File: src/rtl/nat_ingress_arbiter_pkg.sv
// Shared constants for the NAT ingress arbiter: default stream widths and
// arbiter FSM state codes.
package nat_ingress_arbiter_pkg;

  localparam int AXIS_DATA_W = 64;
  localparam int AXIS_KEEP_W = 8;

  localparam logic [0:0] ARB_IDLE = 1'b0;
  localparam logic [0:0] ARB_BUSY = 1'b1;

endpackage

File: src/rtl/nat_ingress_arbiter_if.sv
// AXI-Stream link from the arbiter into the NAT engine stream input.
interface nat_ingress_arbiter_if
  import nat_ingress_arbiter_pkg::*;
#(
  parameter int DATA_W = AXIS_DATA_W,
  parameter int KEEP_W = AXIS_KEEP_W
);

  logic [DATA_W-1:0] tdata;
  logic [KEEP_W-1:0] tkeep;
  logic              tlast;
  logic              tvalid;
  logic              tready;

  modport master (output tdata, output tkeep, output tlast, output tvalid, input tready);
  modport slave  (input tdata, input tkeep, input tlast, input tvalid, output tready);

endinterface

File: src/rtl/nat_ingress_arbiter_skid.sv
// Two-entry output skid buffer with registered outputs. The head register
// drives the output directly; the spare register catches the one beat that
// may still arrive after the consumer stalls.
module axis_skid_buf #(
  parameter int WIDTH = 73
) (
  input  logic             clk,
  input  logic             rst_n,
  input  logic [WIDTH-1:0] in_data,
  input  logic             in_push,
  output logic [WIDTH-1:0] out_data,
  input  logic             out_ready,
  output logic             full,
  output logic             empty
);

  logic [1:0]       cnt_q, cnt_d;
  logic [WIDTH-1:0] head_q, head_d;
  logic [WIDTH-1:0] spare_q, spare_d;
  logic             pop;

  assign pop      = (cnt_q != 2'd0) && out_ready;
  assign full     = (cnt_q == 2'd2);
  assign empty    = (cnt_q == 2'd0);
  assign out_data = head_q;

  // Next occupancy and storage contents from push/pop.
  always_comb begin
    cnt_d   = cnt_q;
    head_d  = head_q;
    spare_d = spare_q;
    case (cnt_q)
      2'd0: begin
        if (in_push) begin
          head_d = in_data;
          cnt_d  = 2'd1;
        end
      end
      2'd1: begin
        if (in_push && pop) begin
          head_d = in_data;
        end else if (in_push) begin
          spare_d = in_data;
          cnt_d   = 2'd2;
        end else if (pop) begin
          cnt_d = 2'd0;
        end
      end
      default: begin
        if (pop) begin
          head_d = spare_q;
          cnt_d  = 2'd1;
          if (in_push) begin
            spare_d = in_data;
            cnt_d   = 2'd2;
          end
        end
      end
    endcase
  end

  // Buffer state registers; reset empties the buffer and clears the output.
  always_ff @(posedge clk or negedge rst_n) begin
    if (!rst_n) begin
      cnt_q   <= 2'd0;
      head_q  <= '0;
      spare_q <= '0;
    end else begin
      cnt_q   <= cnt_d;
      head_q  <= head_d;
      spare_q <= spare_d;
    end
  end

endmodule

File: src/rtl/nat_ingress_arbiter.sv
// Packet-granular round-robin arbiter feeding the NAT engine from N
// AXI-Stream requesters. A grant is held until the tlast beat of the granted
// port is accepted, so beats of different packets never interleave.
module nat_ingress_arbiter
  import nat_ingress_arbiter_pkg::*;
#(
  parameter int  N_PORTS = 2,
  parameter int  DATA_W  = AXIS_DATA_W,
  parameter int  KEEP_W  = AXIS_KEEP_W,
  parameter int  CNT_W   = 32,
  localparam int GW      = (N_PORTS > 1) ? $clog2(N_PORTS) : 1
) (
  input  logic                       clk,
  input  logic                       rst_n,
  input  logic                       arb_en,
  input  logic [N_PORTS*DATA_W-1:0]  s_axis_tdata,
  input  logic [N_PORTS*KEEP_W-1:0]  s_axis_tkeep,
  input  logic [N_PORTS-1:0]         s_axis_tlast,
  input  logic [N_PORTS-1:0]         s_axis_tvalid,
  output logic [N_PORTS-1:0]         s_axis_tready,
  nat_ingress_arbiter_if.master      m_axis,
  output logic [GW-1:0]              grant_id,
  output logic                       busy,
  output logic [N_PORTS*CNT_W-1:0]   pkt_cnt
);

  localparam int SKID_W = DATA_W + KEEP_W + 1;

  logic [0:0]                    state_q, state_d;
  logic [GW-1:0]                 grant_q, grant_d;
  logic [GW-1:0]                 last_q, last_d;
  logic [N_PORTS-1:0][CNT_W-1:0] cnt_q, cnt_d;
  logic [GW-1:0]                 pick;
  logic [DATA_W-1:0]             g_data;
  logic [KEEP_W-1:0]             g_keep;
  logic                          g_last;
  logic                          g_valid;
  logic                          accept;
  logic                          skid_full;
  logic                          skid_empty;
  logic [SKID_W-1:0]             skid_out;

  // Round-robin pick: the requester closest after last_q wins; scanning from
  // the farthest distance down lets the nearest one overwrite the others.
  always_comb begin
    logic [GW:0] sum;
    sum  = '0;
    pick = last_q;
    for (int i = N_PORTS; i >= 1; i--) begin
      sum = {1'b0, last_q} + (GW+1)'(i);
      if (sum >= (GW+1)'(N_PORTS)) sum = sum - (GW+1)'(N_PORTS);
      if (s_axis_tvalid[sum[GW-1:0]]) pick = sum[GW-1:0];
    end
  end

  // Select the granted port's beat.
  always_comb begin
    g_data  = s_axis_tdata[grant_q*DATA_W +: DATA_W];
    g_keep  = s_axis_tkeep[grant_q*KEEP_W +: KEEP_W];
    g_last  = s_axis_tlast[grant_q];
    g_valid = s_axis_tvalid[grant_q];
  end

  assign accept = (state_q == ARB_BUSY) && g_valid && !skid_full;

  // Only the granted port sees ready, and only while the skid has room.
  always_comb begin
    s_axis_tready = '0;
    if ((state_q == ARB_BUSY) && !skid_full) s_axis_tready[grant_q] = 1'b1;
  end

  // Grant on IDLE, release and count on the accepted tlast beat.
  always_comb begin
    state_d = state_q;
    grant_d = grant_q;
    last_d  = last_q;
    cnt_d   = cnt_q;
    case (state_q)
      ARB_IDLE: begin
        if (arb_en && (|s_axis_tvalid)) begin
          grant_d = pick;
          last_d  = pick;
          state_d = ARB_BUSY;
        end
      end
      default: begin
        if (accept && g_last) begin
          cnt_d[grant_q] = cnt_q[grant_q] + CNT_W'(1);
          state_d        = ARB_IDLE;
        end
      end
    endcase
  end

  // Arbiter state; last_q starts at the top port so port 0 is served first.
  always_ff @(posedge clk or negedge rst_n) begin
    if (!rst_n) begin
      state_q <= ARB_IDLE;
      grant_q <= '0;
      last_q  <= GW'(N_PORTS - 1);
      cnt_q   <= '0;
    end else begin
      state_q <= state_d;
      grant_q <= grant_d;
      last_q  <= last_d;
      cnt_q   <= cnt_d;
    end
  end

  axis_skid_buf #(
    .WIDTH (SKID_W)
  ) u_skid (
    .clk       (clk),
    .rst_n     (rst_n),
    .in_data   ({g_last, g_keep, g_data}),
    .in_push   (accept),
    .out_data  (skid_out),
    .out_ready (m_axis.tready),
    .full      (skid_full),
    .empty     (skid_empty)
  );

  assign {m_axis.tlast, m_axis.tkeep, m_axis.tdata} = skid_out;
  assign m_axis.tvalid = !skid_empty;
  assign grant_id      = grant_q;
  assign busy          = (state_q == ARB_BUSY);
  assign pkt_cnt       = cnt_q;

endmodule

File: src/flat_wrapper.sv
// flat-port wrapper written by rule: the top's interface ports become plain ports
module nat_ingress_arbiter_flat import nat_ingress_arbiter_pkg::*;
#(
  parameter int  N_PORTS = 2,
  parameter int  DATA_W  = AXIS_DATA_W,
  parameter int  KEEP_W  = AXIS_KEEP_W,
  parameter int  CNT_W   = 32,
  localparam int GW      = (N_PORTS > 1) ? $clog2(N_PORTS) : 1
)
  (clk, rst_n, arb_en, s_axis_tdata, s_axis_tkeep, s_axis_tlast, s_axis_tvalid, s_axis_tready, grant_id, busy, pkt_cnt, m_axis_tdata, m_axis_tkeep, m_axis_tlast, m_axis_tvalid, m_axis_tready);
  nat_ingress_arbiter_if #(.DATA_W(DATA_W), .KEEP_W(KEEP_W)) m_axis_i ();
  input  logic clk;
  input  logic rst_n;
  input  logic arb_en;
  input  logic [N_PORTS*DATA_W-1:0] s_axis_tdata;
  input  logic [N_PORTS*KEEP_W-1:0] s_axis_tkeep;
  input  logic [N_PORTS-1:0] s_axis_tlast;
  input  logic [N_PORTS-1:0] s_axis_tvalid;
  output logic [N_PORTS-1:0] s_axis_tready;
  output logic [GW-1:0] grant_id;
  output logic busy;
  output logic [N_PORTS*CNT_W-1:0] pkt_cnt;
  output wire logic [$bits(m_axis_i.tdata)-1:0] m_axis_tdata;
  output wire logic [$bits(m_axis_i.tkeep)-1:0] m_axis_tkeep;
  output wire logic [$bits(m_axis_i.tlast)-1:0] m_axis_tlast;
  output wire logic [$bits(m_axis_i.tvalid)-1:0] m_axis_tvalid;
  input wire logic [$bits(m_axis_i.tready)-1:0] m_axis_tready;
  assign m_axis_tdata = m_axis_i.tdata;
  assign m_axis_tkeep = m_axis_i.tkeep;
  assign m_axis_tlast = m_axis_i.tlast;
  assign m_axis_tvalid = m_axis_i.tvalid;
  assign m_axis_i.tready = m_axis_tready;
  nat_ingress_arbiter #(.N_PORTS(N_PORTS), .DATA_W(DATA_W), .KEEP_W(KEEP_W), .CNT_W(CNT_W)) u_core (.clk(clk), .rst_n(rst_n), .arb_en(arb_en), .s_axis_tdata(s_axis_tdata), .s_axis_tkeep(s_axis_tkeep), .s_axis_tlast(s_axis_tlast), .s_axis_tvalid(s_axis_tvalid), .s_axis_tready(s_axis_tready), .m_axis(m_axis_i), .grant_id(grant_id), .busy(busy), .pkt_cnt(pkt_cnt));
endmodule
File: config.mk
export PLATFORM = sky130hd
export DESIGN_NAME = nat_ingress_arbiter_flat
export DESIGN_NICKNAME = d
export VERILOG_FILES = /design/src/rtl/nat_ingress_arbiter_pkg.sv /design/src/rtl/nat_ingress_arbiter_if.sv /design/src/rtl/nat_ingress_arbiter_skid.sv /design/src/rtl/nat_ingress_arbiter.sv /design/src/flat_wrapper.sv
export SDC_FILE = /design/constraint.sdc
export NUM_CORES = 1
export LEC_CHECK = 0
export ABC_AREA = 1
export CAP_MARGIN = 20
export CORE_UTILIZATION = 42
export DETAILED_ROUTE_END_ITERATION = 10
export PLACE_DENSITY = 0.68
export SLEW_MARGIN = 20
export SYNTH_ARGS = -nofsm -noshare
export SYNTH_HDL_FRONTEND = slang
export SYNTH_SLANG_ARGS = --single-unit
File: constraint.sdc
create_clock -name clk -period 3.8 [get_ports clk]
set_input_delay 0.57 -clock clk [delete_from_list [all_inputs] [get_ports clk]]
set_output_delay 0.57 -clock clk [all_outputs]
set_load 0.005 [all_outputs]
# Word level (Yosys, flattened, before mapping)
# Index checks and enable logic that the tools add are counted.
[totals]
ff_bits = 215
in_bits = 152
elab_cells = 87
[op_classes]
addsub = 5
n_lt_le_gt_ge = 6
n_eq_ne = 6
n_shift = 2
muxes = 38
n_bitwise = 2
n_reduce_logical = 20
[op_table]
columns = ["operator", "count"]
rows = [
  ["2-to-1 mux 73 bit", 6],
  ["one-hot mux 73 bit (2 select lines)", 2],
  ["variable part select 128 x 8 -> 64 bit", 1],
  ["2-to-1 mux 32 bit", 3],
  ["bitwise mux 64 bit", 1],
  ["adder 32 x 1 -> 32 bit, second input constant", 1],
  ["demux 32 bit (select 1 bit)", 1],
  ["2-to-1 mux 1 bit", 16],
  ["variable part select 16 x 5 -> 8 bit", 1],
  ["2-to-1 mux 2 bit", 7],
  ["logical AND 1 bit", 8],
  ["< comparator 1 x 2 -> 1 bit, second input constant", 3],
  ["AND reduction 3 bit", 2],
  [">= comparator 2 bit, second input constant", 2],
  ["!= test 2 bit, second input constant", 2],
  ["one-hot mux 2 bit (2 select lines)", 1],
  ["AND reduction 2 bit", 2],
  ["AND reduction 4 bit", 1],
  ["nonzero test 2 bit", 2],
  ["!= test 3 x 2 -> 1 bit, second input constant", 1],
  ["nonzero test 3 bit", 1],
  ["adder 1 x 1 -> 2 bit, second input constant", 1],
  ["adder 1 x 2 -> 2 bit, second input constant", 1],
  ["equality test 2 x 1 -> 1 bit, second input constant", 1],
  ["9 further kinds", 12],
]

# Logic depth before layout (Yosys ltp)
# Gate-level depths: netlist of run 1.
[depth]
depth_word = 7
mapped_depth = 13
ltp_nobuf = 12

# Modules after synthesis
# From an unflattened synthesis of run 1, not the netlist that was laid out.
[unflattened]
cells_unflattened = 1696
hier_area_um2 = 11781.3
[by_module_without_submodules]
columns = ["module", "n_inst", "cells_per_inst", "area_each_um2", "seq_area_each_um2"]
rows = [
  ["axis_skid_buf", 1, 888, 6815.3, 3703.6],
  ["nat_ingress_arbiter", 1, 808, 4966.0, 1677.9],
]

# Worst setup path before layout of run 1
# OpenSTA, ideal clock, no wires.
[synth_timing]
path_kind = "register -> register"
start = "register u_core.grant_q, in the netlist u_core.grant_id"
end = "register u_core.cnt_q (netlist bit u_core.pkt_cnt[30])"
setup_ps = 118
arrival_time_ps = 1789
required_ps = 3682
setup_slack_ps = 1893
stages_incl_launch_ff = 12
cell_sequence = "dfrtp_1 -> buf_6 -> o21a_1 -> inv_1 -> ha_1 -> nand2_1 -> nor2_4 -> nand2_1 -> nor2_1 -> nand3_1 -> nand3_1 -> nand2_1"
[synth_between]
elab_chain_cells = 6
word_cells_on_any_way = 17
[synth_lines]
columns = ["element", "line", "rtl"]
rows = [
  ["start: declaration", "nat_ingress_arbiter.sv:30", "logic [GW-1:0] grant_q, grant_d;"],
  ["start signal: assignment", "nat_ingress_arbiter.sv:104", "grant_q <= grant_d;"],
  ["parallel branches: the longest is 6 deep, another holds adder 32 x 1 -> 32 bit", "--", ""],
  ["end signal: assignment", "nat_ingress_arbiter.sv:106", "cnt_q <= cnt_d;"],
  ["end: declaration", "nat_ingress_arbiter.sv:32", "logic [N_PORTS-1:0][CNT_W-1:0] cnt_q, cnt_d;"],
]
# Parallel ways; which one is timed is not known. The select of a mux whose other input is x is not followed.
# A chain may end at the register's enable or synchronous reset.

# Worst setup path after layout of run 1
[layout_timing]
start = "register u_core.grant_q, in the netlist u_core.grant_id"
end = "output s_axis_tready[0]"
[layout_between]
elab_chain_cells = 5
word_cells_on_any_way = 6
[layout_lines]
columns = ["element", "line", "rtl"]
rows = [
  ["< comparator 1 x 2 -> 1 bit (implied by the code) / >= comparator 1 bit (equally long branches)", "nat_ingress_arbiter.sv:69", "if ((state_q == ARB_BUSY) && !skid_full) s_axis_tready[grant_q] = 1'b1;"],
  ["logical AND 1 bit (implied by the code)", "nat_ingress_arbiter.sv:69", ""],
  ["2-to-1 mux 1 bit (implied by the code)", "nat_ingress_arbiter.sv:69", ""],
  ["demux 1 bit (select 1 bit) *", "--", ""],
  ["2-to-1 mux 2 bit *", "nat_ingress_arbiter.sv:69", ""],
  ["end: declaration", "flat_wrapper.sv:19", "output logic [N_PORTS-1:0] s_axis_tready;"],
]
# Every way passes the cells marked *; elsewhere a longest branch is shown, timed or not.

==> results of run 1 <==
[cell usage after synthesis, drive strengths merged]
master,n
nand2,683
o21bai,3
dfrtp,214
nand3,59
o21a,1
o21ai,16
ha,1
or2,5
dfstp,1
clkbuf,26
inv,41
o2111ai,1
a211oi,1
nor3,1
mux2,1
xor2,5
xnor2,4
a31oi,145
nor2,194
buf,56
[placed cells by master (no fill, tap or decap)]
cell type	count
sky130_fd_sc_hd__diode_2	1
sky130_fd_sc_hd__o21a_1	1
sky130_fd_sc_hd__ha_1	1
sky130_fd_sc_hd__clkbuf_16	24
sky130_fd_sc_hd__xnor2_1	4
sky130_fd_sc_hd__bufinv_16	3
sky130_fd_sc_hd__xor2_1	5
sky130_fd_sc_hd__clkdlybuf4s50_1	292
sky130_fd_sc_hd__o21ai_2	1
sky130_fd_sc_hd__o21bai_1	3
sky130_fd_sc_hd__a211oi_1	1
sky130_fd_sc_hd__buf_12	7
sky130_fd_sc_hd__dfrtp_4	1
sky130_fd_sc_hd__mux2_2	1
sky130_fd_sc_hd__or2_2	5
sky130_fd_sc_hd__nand3_2	1
sky130_fd_sc_hd__nor2_4	4
sky130_fd_sc_hd__clkbuf_8	3
sky130_fd_sc_hd__nor2_1	185
sky130_fd_sc_hd__inv_1	36
sky130_fd_sc_hd__nand3_1	58
sky130_fd_sc_hd__o2111ai_1	1
sky130_fd_sc_hd__clkbuf_1	4
sky130_fd_sc_hd__a31oi_1	145
sky130_fd_sc_hd__clkinv_8	1
sky130_fd_sc_hd__nor3_4	1
sky130_fd_sc_hd__clkinv_2	7
sky130_fd_sc_hd__inv_2	3
sky130_fd_sc_hd__nand2_2	2
sky130_fd_sc_hd__nor2_2	5
sky130_fd_sc_hd__inv_4	1
sky130_fd_sc_hd__buf_4	12
sky130_fd_sc_hd__dfrtp_1	212
sky130_fd_sc_hd__buf_8	1
sky130_fd_sc_hd__nand2_1	681
sky130_fd_sc_hd__o21ai_0	15
sky130_fd_sc_hd__dfstp_2	1
sky130_fd_sc_hd__dfrtp_2	1
[critical path, cell delays in order (launching register included)]
cell                              delay, ns
sky130_fd_sc_hd__dfrtp_4               0.95
sky130_fd_sc_hd__buf_4                 0.60
sky130_fd_sc_hd__nor2_1                0.11
sky130_fd_sc_hd__clkdlybuf4s50_1       0.46
[final cells by class]
type,count,area (sq um)
Antenna cell,1,2.502
Multi-Input combinational cell,1120,4827
Tap cell,330,412.9
Fill cell,2257,10430
Timing Repair Buffer,312,3168
Clock inverter,10,136.4
Inverter,41,157.7
Clock buffer,31,656.9
Sequential cell,215,5386
[cells by family after synthesis]
group	synth area share [%]
compound gates	9.619
buf+inv	5.407
mux	0.1044
xor+xnor	0.7310
flops	49.91
simple gates	34.11
fa+ha+maj	0.1160
[flip-flops by register name, summed over array words and instances (netlist names)]
| signal | flops |
|---|---|
| u_core.u_skid.out_data | 73 |
| u_core.u_skid.spare_q | 73 |
| u_core.busy | 1 |
| u_core.grant_id | 1 |
| u_core.pkt_cnt | 64 |
| u_core.last_q | 1 |
| u_core.u_skid.cnt_q | 2 |
[worst paths after layout]
kind	slack, ns	endpoint
setup / recovery	0.50	s_axis_tready[0]
hold / removal	0.08	u_core.u_skid.spare_q[45]
setup reg to reg	0.80	u_core.pkt_cnt[22]
hold reg to reg	0.50	u_core.pkt_cnt[2]
max in group asynchronous	2.77	u_core.last_q
min in group clk	0.50	u_core.pkt_cnt[2]
[power groups by stage]
stage | logic (mW) | clock network, mW | registers (mW)
after global placement | 4.55 | 0 | 3.80
after CTS | 4.66 | 2.41 | 3.80
after floorplan | 2.86 | 0 | 3.65
after global routing | 5.17 | 2.51 | 3.91
final | 4.61 | 2.37 | 3.79
after detailed placement | 4.64 | 0 | 3.84
[routing by layer]
| metal | GRT usage, % | vias to the layer above |
|---|---|---|
| li1 | - | 5201 |
| met2 | 42.17 | 408 |
| met1 | 35.52 | 4963 |
| met4 | 7.890 | 2 |
| met3 | 5.337 | 67 |
| met5 | 0 | - |
==> run_summary.xml, run 1 <==
<?xml version="1.0" encoding="UTF-8"?>
<metrics>
  <group name="worst_setup_path">
    <metric name="critPathMaxFanout" unit="">68</metric>
    <metric name="crit_end_category" unit="">primary output</metric>
    <metric name="worst-endpoint-required" unit="ns">3.23</metric>
    <metric name="worstPathArrival" unit="ns">2.73</metric>
    <metric name="reg2reg_depth" unit="">11</metric>
    <metric name="timing.critical_path.from_type" unit="">flop</metric>
    <metric name="critical_path.startpoint" unit="">u_core.grant_id</metric>
    <metric name="timing.setup.critical_path_class" unit="">reg -&gt; out</metric>
    <metric name="regToRegStartpoint" unit="">u_core.grant_id</metric>
  </group>
  <group name="placed_design">
    <metric name="numPlacedInstances" unit="">2018</metric>
    <metric name="dpl_cell_area" unit="sq um">13950</metric>
    <metric name="place_worst_setup_slack" unit="ns">0.8050</metric>
    <metric name="dp_hpwl" unit="microns">23120</metric>
    <metric name="globalplace.congestion" unit="">0.8987</metric>
    <metric name="placement.io_buffers" unit="">293</metric>
  </group>
  <group name="clock_tree">
    <metric name="cts.htree.levels" unit="">1</metric>
    <metric name="post-cts-setup-buffer-count" unit="">0</metric>
    <metric name="clk_latency" unit="ns">0.52</metric>
    <metric name="numCtsBuffers" unit="">24</metric>
    <metric name="cts_resized" unit="">0</metric>
    <metric name="clock-sinks" unit="">215</metric>
    <metric name="clkSlewWorstSetupHoldPaths" unit="ns">0.06</metric>
    <metric name="ctsRootBufferMaster" unit="">sky130_fd_sc_hd__clkbuf_16</metric>
    <metric name="clock_tree_from_tritoncts" unit="">done</metric>
    <metric name="post_cts_hold_buffer_count" unit="">0</metric>
    <metric name="cts_max_path_buffers" unit="">3</metric>
  </group>
  <group name="logic_synthesis">
    <metric name="synthTopCellsByArea" unit="">sky130_fd_sc_hd__dfrtp_1 50%, sky130_fd_sc_hd__nand2_1 24%, sky130_fd_sc_hd__a31oi_1 8.4%</metric>
    <metric name="share_of_the_synthesized_area_in_the_top_cell_type" unit="%">49.66</metric>
    <metric name="synthDistinctLibCells" unit="">29</metric>
    <metric name="post_syn_area_per_cell" unit="sq um">7.396</metric>
    <metric name="synth_seq_area_share" unit="%">49.91</metric>
    <metric name="synth.largest_area_cell" unit="">sky130_fd_sc_hd__dfrtp_1</metric>
    <metric name="yosysWarningCount" unit="">0</metric>
    <metric name="postSynthRegisterBits" unit="">215</metric>
    <metric name="syn_nets" unit="">1611</metric>
    <metric name="mappedNetlistArea" unit="sq um">10780</metric>
    <metric name="post_synth_inst_count" unit="">1458</metric>
  </group>
  <group name="route">
    <metric name="drt_iter0_drc" unit="">1045</metric>
    <metric name="vias" unit="">10640</metric>
    <metric name="detailed_route_wire_length_on_metal_1" unit="microns">14930</metric>
    <metric name="ant_nets" unit="">0</metric>
    <metric name="detail_route.drc_violations" unit="">0</metric>
    <metric name="top_signal_layer_used" unit="">met5</metric>
    <metric name="routed_wire_length_on_met2" unit="microns">15880</metric>
    <metric name="first_drt_pass_iteration_count" unit="">7</metric>
    <metric name="route.detailed.vias_per_inst" unit="">5.166</metric>
    <metric name="met3_length" unit="microns">2593</metric>
    <metric name="route.final.wire_length" unit="microns">34420</metric>
    <metric name="mean_routed_wirelength_per_cell" unit="microns">16.71</metric>
  </group>
  <group name="status">
    <metric name="outcome" unit="">finished clean</metric>
  </group>
  <group name="finish">
    <metric name="finalNetCount" unit="">1867</metric>
    <metric name="final_layout_size_suffix_gt1_share" unit="%">4.916</metric>
    <metric name="syn2layout_area_growth" unit="%">36.77</metric>
    <metric name="non_filler_cells_final" unit="">2060</metric>
    <metric name="finalCoreUtilization" unit="%">58.57</metric>
    <metric name="stdcell_area" unit="sq um">14750</metric>
  </group>
  <group name="global_route">
    <metric name="grt_first_pass_wirelength" unit="microns">54570</metric>
    <metric name="antenna_found_initial" unit="">1</metric>
    <metric name="first_global_vias" unit="">10060</metric>
    <metric name="grt_overflow" unit="">0</metric>
    <metric name="grt_start_max_net_pins" unit="">103</metric>
    <metric name="grt.total_usage" unit="%">26.21</metric>
  </group>
  <group name="pwr">
    <metric name="power_frac_clock" unit="%">22.0</metric>
    <metric name="switching_share_of_total_power" unit="%">38.33</metric>
    <metric name="powerDensity" unit="nW/um^2">730.9</metric>
    <metric name="seqPwrFrac" unit="%">35.2</metric>
    <metric name="power.internal" unit="mW">6.648</metric>
    <metric name="power_switching" unit="mW">4.131</metric>
    <metric name="power_frac_comb" unit="%">42.8</metric>
    <metric name="static_leak" unit="nW">6.772</metric>
    <metric name="p_total" unit="mW">10.78</metric>
    <metric name="largest_vdd_supply_drop" unit="mV">0.3690</metric>
  </group>
  <group name="sta">
    <metric name="finalHoldViolCount" unit="">0</metric>
    <metric name="period_minus_slack" unit="ns">3.299</metric>
    <metric name="setup_tns" unit="ns">0</metric>
    <metric name="finalHoldWorstSlack" unit="ns">0.07661</metric>
    <metric name="clock-skew-final" unit="ns">0.01113</metric>
    <metric name="max_freq" unit="MHz">303.2</metric>
    <metric name="final_min_period_over_clock_period" unit="%">86.80</metric>
    <metric name="report.final.setup_viol" unit="">0</metric>
    <metric name="timing_worst_slew_pin_value" unit="ns">0.9227</metric>
    <metric name="slew-limit-headroom" unit="%">38.48</metric>
    <metric name="final.setup.worst_slack" unit="ns">0.5015</metric>
    <metric name="rsz0062_at_grt" unit="">false</metric>
    <metric name="maxSlewViolCount" unit="">0</metric>
  </group>
  <group name="floorplan">
    <metric name="die_area" unit="sq um">26320</metric>
    <metric name="design.core.area" unit="sq um">25180</metric>
    <metric name="starting_density_of_the_core" unit="%">42.82</metric>
    <metric name="num_io_pins" unit="">294</metric>
    <metric name="dieHeight" unit="microns">162.2</metric>
    <metric name="chipWidth" unit="microns">162.2</metric>
    <metric name="floorplan.rows" unit="">58</metric>
  </group>
  <group name="job">
    <metric name="cap_viol_max_count" unit="">0</metric>
  </group>
  <group name="worst_hold_path">
    <metric name="worst_hold_path_type" unit="">in -&gt; async</metric>
  </group>
</metrics>
(Power assumes the default switching activity.)
==> run 2: changes to the inputs <==
- HOLD_SLACK_MARGIN: not set -> 0.15
==> run_summary.xml, run 2 (synthesis gave the netlist of run 1 again) <==
<?xml version="1.0" encoding="UTF-8"?>
<metrics>
  <group name="route">
    <metric name="first_drt_pass_iteration_count" unit="">6</metric>
    <metric name="vias" unit="">10600</metric>
    <metric name="route.detailed.vias_per_inst" unit="">5.144</metric>
    <metric name="detail_route.drc_violations" unit="">0</metric>
    <metric name="route.final.wire_length" unit="microns">34510</metric>
    <metric name="ant_nets" unit="">0</metric>
    <metric name="mean_routed_wirelength_per_cell" unit="microns">16.75</metric>
    <metric name="drt_iter0_drc" unit="">1126</metric>
  </group>
  <group name="worst_setup_path">
    <metric name="timing.setup.critical_path_class" unit="">reg -&gt; out</metric>
    <metric name="cpPeakStageDelay" unit="ns">0.95</metric>
    <metric name="critical_path.cell_chain" unit="">buf_4, nor2_1, clkdlybuf4s50_1</metric>
    <metric name="critPathMaxFanout" unit="">68</metric>
    <metric name="crit_end_category" unit="">primary output</metric>
    <metric name="path_delay_family" unit="">buffers and inverters</metric>
    <metric name="r2r_end" unit="">u_core.pkt_cnt[62]</metric>
    <metric name="buffering_stage_count_on_the_worst_path_with_inverters_included" unit="">2</metric>
    <metric name="slowest_stage_cell_cp" unit="">sky130_fd_sc_hd__dfrtp_4</metric>
    <metric name="timing.critical_path.from_type" unit="">flop</metric>
    <metric name="reg2reg_depth" unit="">11</metric>
    <metric name="r2r_setup_slack" unit="ns">0.82</metric>
    <metric name="worstPathArrival" unit="ns">2.72</metric>
    <metric name="worst-path-stages" unit="">3</metric>
    <metric name="regToRegStartpoint" unit="">u_core.grant_id</metric>
    <metric name="worst-endpoint-required" unit="ns">3.23</metric>
  </group>
  <group name="sta">
    <metric name="maxSlewViolCount" unit="">0</metric>
    <metric name="rsz0062_at_grt" unit="">false</metric>
    <metric name="finalHoldViolCount" unit="">0</metric>
    <metric name="report.final.setup_viol" unit="">0</metric>
    <metric name="final_min_period_over_clock_period" unit="%">86.58</metric>
    <metric name="max_freq" unit="MHz">304.0</metric>
    <metric name="clock-skew-final" unit="ns">0.01197</metric>
    <metric name="timing_worst_slew_pin_value" unit="ns">0.9425</metric>
    <metric name="period_minus_slack" unit="ns">3.290</metric>
    <metric name="slew-limit-headroom" unit="%">37.17</metric>
    <metric name="final.setup.worst_slack" unit="ns">0.5100</metric>
    <metric name="setup_tns" unit="ns">0</metric>
  </group>
  <group name="pwr">
    <metric name="switching_share_of_total_power" unit="%">38.36</metric>
    <metric name="static_leak" unit="nW">6.776</metric>
    <metric name="power_frac_comb" unit="%">42.9</metric>
    <metric name="power.internal" unit="mW">6.649</metric>
    <metric name="power_switching" unit="mW">4.138</metric>
    <metric name="power_frac_clock" unit="%">22.0</metric>
    <metric name="seqPwrFrac" unit="%">35.2</metric>
    <metric name="p_total" unit="mW">10.79</metric>
    <metric name="powerDensity" unit="nW/um^2">731.0</metric>
    <metric name="largest_vdd_supply_drop" unit="mV">0.3696</metric>
  </group>
  <group name="floorplan">
    <metric name="floorplan.rows" unit="">58</metric>
    <metric name="num_io_pins" unit="">294</metric>
    <metric name="starting_density_of_the_core" unit="%">42.82</metric>
    <metric name="design.core.area" unit="sq um">25180</metric>
    <metric name="chipWidth" unit="microns">162.2</metric>
    <metric name="die_area" unit="sq um">26320</metric>
    <metric name="dieHeight" unit="microns">162.2</metric>
  </group>
  <group name="finish">
    <metric name="final_layout_size_suffix_gt1_share" unit="%">4.913</metric>
    <metric name="syn2layout_area_growth" unit="%">36.84</metric>
    <metric name="final_cell_mix" unit="">681 x sky130_fd_sc_hd__nand2_1, 292 x sky130_fd_sc_hd__clkdlybuf4s50_1, 212 x sky130_fd_sc_hd__dfrtp_1, 185 x sky130_fd_sc_hd__nor2_1, 145 x sky130_fd_sc_hd__a31oi_1</metric>
    <metric name="layout.cells.most_common" unit="">sky130_fd_sc_hd__nand2_1</metric>
    <metric name="stdcell_area" unit="sq um">14760</metric>
    <metric name="finalNetCount" unit="">1868</metric>
    <metric name="antenna_cells_inserted" unit="">0</metric>
    <metric name="filler_cell_count" unit="">2257</metric>
    <metric name="finalCoreUtilization" unit="%">58.60</metric>
  </group>
  <group name="global_route">
    <metric name="grt_start_max_net_pins" unit="">103</metric>
    <metric name="grt.total_usage" unit="%">26.21</metric>
    <metric name="first_global_vias" unit="">10060</metric>
    <metric name="grt_first_pass_wirelength" unit="microns">54570</metric>
    <metric name="grt_overflow" unit="">0</metric>
    <metric name="antenna_found_initial" unit="">1</metric>
  </group>
  <group name="placed_design">
    <metric name="dpl_cell_area" unit="sq um">13950</metric>
    <metric name="place_worst_setup_slack" unit="ns">0.8050</metric>
    <metric name="dp_hpwl" unit="microns">23120</metric>
    <metric name="placement.io_buffers" unit="">293</metric>
    <metric name="globalplace.congestion" unit="">0.8987</metric>
  </group>
  <group name="clock_tree">
    <metric name="post-cts-setup-buffer-count" unit="">0</metric>
    <metric name="clk_latency" unit="ns">0.53</metric>
    <metric name="clock-sinks" unit="">215</metric>
    <metric name="numCtsBuffers" unit="">24</metric>
    <metric name="ctsRootBufferMaster" unit="">sky130_fd_sc_hd__clkbuf_16</metric>
    <metric name="cts.htree.levels" unit="">1</metric>
    <metric name="cts_max_path_buffers" unit="">3</metric>
    <metric name="clkSlewWorstSetupHoldPaths" unit="ns">0.06</metric>
    <metric name="clock_tree_from_tritoncts" unit="">done</metric>
  </group>
  <group name="worst_hold_path">
    <metric name="worst_hold_path_type" unit="">reg -&gt; reg</metric>
    <metric name="worstHoldPathCells" unit="">2</metric>
    <metric name="holdCritStartpoint" unit="">u_core.pkt_cnt[2]</metric>
    <metric name="holdPathEnd" unit="">u_core.pkt_cnt[2]</metric>
  </group>
  <group name="job">
    <metric name="cap_viol_max_count" unit="">0</metric>
  </group>
  <group name="status">
    <metric name="outcome" unit="">finished clean</metric>
  </group>
</metrics>
==> run 2: changes by cell type in the layout (fill, tap and decap cells not counted) <==
cell,before,now
sky130_fd_sc_hd__diode_2,1,0
sky130_fd_sc_hd__dlygate4sd3_1,0,1
==> run 2: worst max-delay path by stage <==
stage	startpoint	slack, ns	to
finish	u_core.grant_id	0.51	s_axis_tready[0]
global route	u_core.grant_id	0.35	s_axis_tready[1]
CTS	u_core.grant_id	0.48	s_axis_tready[1]
detailed placement	u_core.grant_id	0.81	u_core.pkt_cnt[22]
global placement	u_core.grant_id	0.82	u_core.pkt_cnt[54]
floorplan	u_core.grant_id	1.89	u_core.pkt_cnt[30]
==> run 2: worst register-to-register path: stages, from the launching register on <==
cell and delay (ns):
sky130_fd_sc_hd__dfrtp_4 0.77, sky130_fd_sc_hd__clkinv_2 0.26, sky130_fd_sc_hd__buf_4 0.39, sky130_fd_sc_hd__nand2_1 0.09, sky130_fd_sc_hd__nand2_1 0.14, sky130_fd_sc_hd__nand2_1 0.10, sky130_fd_sc_hd__nor2_1 0.25, sky130_fd_sc_hd__nand2_1 0.09
sky130_fd_sc_hd__nor2_1 0.39, sky130_fd_sc_hd__nand3_1 0.19, sky130_fd_sc_hd__nand3_1 0.12, sky130_fd_sc_hd__nand2_1 0.06
==> run 2: metrics by stage <==
stage	hold slack (ns)	instances
floorplan	0.2744	1458
global route	0.5297	2060
CTS	0.5039	2060
global placement	0.4801	2018
finish	0.4998	2060
detailed placement	0.4888	2018
==> run 2: power by group through the flow <==
stage               Clock (mW)  Sequential (mW)  Combinational, mW
finish                    2.37             3.79               4.62
global route              2.51             3.91               5.17
CTS                       2.41             3.80               4.67
detailed placement           0             3.84               4.64
global placement             0             3.80               4.55
floorplan                    0             3.65               2.86
==> run 2: what timing repair did <==
item,in CTS,in global routing
hold endpoints to repair,50,0
hold buffers,1,0
gates resized for setup,0,0
==> run 2: final cells by class <==
type,instances,area (sq um),area share [%]
inverters,41,157.7,1.068
well taps,330,412.9,2.798
multi-input cells,1120,4827,32.71
clock inverters,10,136.4,0.9243
clock buffers,31,656.9,4.452
repair buffers,313,3178,21.54
flip-flops and latches,215,5386,36.50
==> run 2: metal layers <==
| layer | vias up | track usage (%) | share of wire, % | wire [microns] |
|---|---|---|---|---|
| met4 | 2 | 7.890 | 2.9 | 1009 |
| met3 | 63 | 5.337 | 7.6 | 2634 |
| li1 | 5198 | - | - | - |
| met5 | - | 0 | 0.038 | 13 |
| met1 | 4925 | 35.52 | 43 | 14960 |
| met2 | 408 | 42.17 | 46 | 15890 |
==> run 3: changes to the inputs <==
- MAX_ROUTING_LAYER: not set -> met4
==> run_summary.xml, run 3 (synthesis gave the netlist of run 1 again) <==
<?xml version="1.0" encoding="UTF-8"?>
<metrics>
  <group name="placed_design">
    <metric name="placement.io_buffers" unit="">293</metric>
    <metric name="numPlacedInstances" unit="">2017</metric>
    <metric name="dpl_cell_area" unit="sq um">13910</metric>
    <metric name="dp_hpwl" unit="microns">23050</metric>
    <metric name="place_worst_setup_slack" unit="ns">0.8653</metric>
    <metric name="globalplace.congestion" unit="">0.9143</metric>
  </group>
  <group name="clock_tree">
    <metric name="numCtsBuffers" unit="">25</metric>
    <metric name="post-cts-setup-buffer-count" unit="">0</metric>
    <metric name="cts_resized" unit="">0</metric>
    <metric name="clk_latency" unit="ns">0.52</metric>
    <metric name="clock_tree_from_tritoncts" unit="">done</metric>
    <metric name="clock-sinks" unit="">215</metric>
    <metric name="ctsRootBufferMaster" unit="">sky130_fd_sc_hd__clkbuf_16</metric>
    <metric name="cts_max_path_buffers" unit="">3</metric>
    <metric name="cts.htree.levels" unit="">1</metric>
    <metric name="clkSlewWorstSetupHoldPaths" unit="ns">0.06</metric>
  </group>
  <group name="worst_setup_path">
    <metric name="critPathMaxFanout" unit="">59</metric>
    <metric name="r2r_end" unit="">u_core.pkt_cnt[54]</metric>
    <metric name="buffering_stage_count_on_the_worst_path_with_inverters_included" unit="">2</metric>
    <metric name="worstPathArrival" unit="ns">2.68</metric>
    <metric name="worst-endpoint-required" unit="ns">3.23</metric>
    <metric name="regToRegStartpoint" unit="">u_core.grant_id</metric>
    <metric name="timing.critical_path.from_type" unit="">flop</metric>
    <metric name="cpPeakStageDelay" unit="ns">0.89</metric>
    <metric name="timing.setup.critical_path_class" unit="">reg -&gt; out</metric>
    <metric name="critical_path.cell_chain" unit="">clkinv_2, nor2_1, clkdlybuf4s50_1</metric>
    <metric name="slowest_stage_cell_cp" unit="">sky130_fd_sc_hd__dfrtp_4</metric>
    <metric name="reg2reg_depth" unit="">11</metric>
    <metric name="crit_end_category" unit="">primary output</metric>
    <metric name="path_delay_family" unit="">buffers and inverters</metric>
    <metric name="r2r_setup_slack" unit="ns">0.86</metric>
  </group>
  <group name="sta">
    <metric name="finalHoldWorstSlack" unit="ns">0.5082</metric>
    <metric name="final_min_period_over_clock_period" unit="%">85.42</metric>
    <metric name="slew-limit-headroom" unit="%">38.36</metric>
    <metric name="maxSlewViolCount" unit="">0</metric>
    <metric name="period_minus_slack" unit="ns">3.246</metric>
    <metric name="timing_worst_slew_pin_value" unit="ns">0.9245</metric>
    <metric name="finalHoldViolCount" unit="">0</metric>
    <metric name="rsz0062_at_grt" unit="">false</metric>
    <metric name="setup_tns" unit="ns">0</metric>
    <metric name="clock-skew-final" unit="ns">0.008568</metric>
    <metric name="final.setup.worst_slack" unit="ns">0.5541</metric>
    <metric name="max_freq" unit="MHz">308.1</metric>
    <metric name="report.final.setup_viol" unit="">0</metric>
  </group>
  <group name="worst_hold_path">
    <metric name="holdPathEnd" unit="">u_core.last_q</metric>
    <metric name="worstHoldPathCells" unit="">2</metric>
    <metric name="worst_hold_path_type" unit="">reg -&gt; reg</metric>
    <metric name="holdCritStartpoint" unit="">u_core.last_q</metric>
  </group>
  <group name="finish">
    <metric name="finalNetCount" unit="">1868</metric>
    <metric name="syn2layout_area_growth" unit="%">36.86</metric>
    <metric name="non_filler_cells_final" unit="">2066</metric>
    <metric name="layout.cells.most_common" unit="">sky130_fd_sc_hd__nand2_1</metric>
    <metric name="stdcell_area" unit="sq um">14760</metric>
    <metric name="final_cell_mix" unit="">681 x sky130_fd_sc_hd__nand2_1, 292 x sky130_fd_sc_hd__clkdlybuf4s50_1, 212 x sky130_fd_sc_hd__dfrtp_1, 185 x sky130_fd_sc_hd__nor2_1, 145 x sky130_fd_sc_hd__a31oi_1</metric>
    <metric name="final_layout_size_suffix_gt1_share" unit="%">4.902</metric>
  </group>
  <group name="pwr">
    <metric name="powerDensity" unit="nW/um^2">734.5</metric>
    <metric name="largest_vdd_supply_drop" unit="mV">0.4229</metric>
    <metric name="static_leak" unit="nW">6.779</metric>
  </group>
  <group name="floorplan">
    <metric name="design.core.area" unit="sq um">25180</metric>
    <metric name="chipWidth" unit="microns">162.2</metric>
    <metric name="dieHeight" unit="microns">162.2</metric>
    <metric name="die_area" unit="sq um">26320</metric>
    <metric name="num_io_pins" unit="">294</metric>
    <metric name="starting_density_of_the_core" unit="%">42.82</metric>
    <metric name="floorplan.rows" unit="">58</metric>
  </group>
  <group name="route">
    <metric name="drt_iter0_drc" unit="">877</metric>
    <metric name="detail_route.drc_violations" unit="">0</metric>
    <metric name="route.final.wire_length" unit="microns">34670</metric>
    <metric name="ant_nets" unit="">0</metric>
    <metric name="mean_routed_wirelength_per_cell" unit="microns">16.78</metric>
    <metric name="first_drt_pass_iteration_count" unit="">5</metric>
    <metric name="route.detailed.vias_per_inst" unit="">5.207</metric>
    <metric name="vias" unit="">10760</metric>
  </group>
  <group name="global_route">
    <metric name="grt_overflow" unit="">0</metric>
    <metric name="grt.total_usage" unit="%">26.98</metric>
    <metric name="antenna_found_initial" unit="">1</metric>
    <metric name="first_global_vias" unit="">10120</metric>
    <metric name="grt_start_max_net_pins" unit="">92</metric>
    <metric name="grt_first_pass_wirelength" unit="microns">54820</metric>
  </group>
  <group name="job">
    <metric name="cap_viol_max_count" unit="">0</metric>
  </group>
  <group name="status">
    <metric name="outcome" unit="">finished clean</metric>
  </group>
</metrics>
[run 3: worst reg2reg max path: cells and delay by family, from the launching register on]
| family | cells | cell delay [ns] |
|---|---|---|
| flops | 1 | 0.74 |
| simple gates | 9 | 1.41 |
| buf+inv | 2 | 0.68 |
[run 3: power by group]
group,total (mW),internal (mW),switching (mW)
Combinational,4.63,2.02,2.62
Clock,2.44,1.49,0.957
Sequential,3.76,3.19,0.573
[run 3: worst max-delay path by stage]
stage                         start                 end  slack, ns  cells after the start
floorplan           u_core.grant_id  u_core.pkt_cnt[30]       1.89                     11
global placement    u_core.grant_id  u_core.pkt_cnt[54]       0.88                     11
detailed placement  u_core.grant_id  u_core.pkt_cnt[62]       0.87                     11
CTS                 u_core.grant_id    s_axis_tready[1]       0.49                      3
global route        u_core.grant_id    s_axis_tready[1]       0.39                      3
finish              u_core.grant_id    s_axis_tready[1]       0.55                      3
[run 3: what timing repair did]
action | in CTS | in global routing
hold buffers | 1 | 0
endpoints found under the setup margin | 0 | 0
hold endpoints to repair | 86 | 0
[run 3: layout make-up]
class / count / area (sq um)
clock buffer: 40 / 752.0
sequential: 215 / 5386
inverter: 41 / 157.7
antenna: 2 / 5.005
timing repair buffer: 312 / 3133
fill: 2297 / 10420
clock inverter: 6 / 83.83
tap: 330 / 412.9
multi-input combinational: 1120 / 4827
[run 3: metal layers]
layer / share of wire, % / track usage (%) / up-vias
li1: - / - / 5222
met1: 44 / 36.24 / 5058
met2: 46 / 42.19 / 416
met3: 7.5 / 4.443 / 61
met4: 2.5 / 7.290 / 0
met5: 0 / - / -
[run 3: per-stage QoR]
| stage | total power, mW | util, % |
|---|---|---|
| 3_5_place_dp | 8.459 | 55.23 |
| 4_1_cts | 10.94 | 58.59 |
| 6_report | 10.84 | 58.61 |
| 3_3_place_gp | 8.335 | 55.23 |
| 5_1_grt | 11.63 | 58.60 |
| 2_1_floorplan | 6.509 | - |
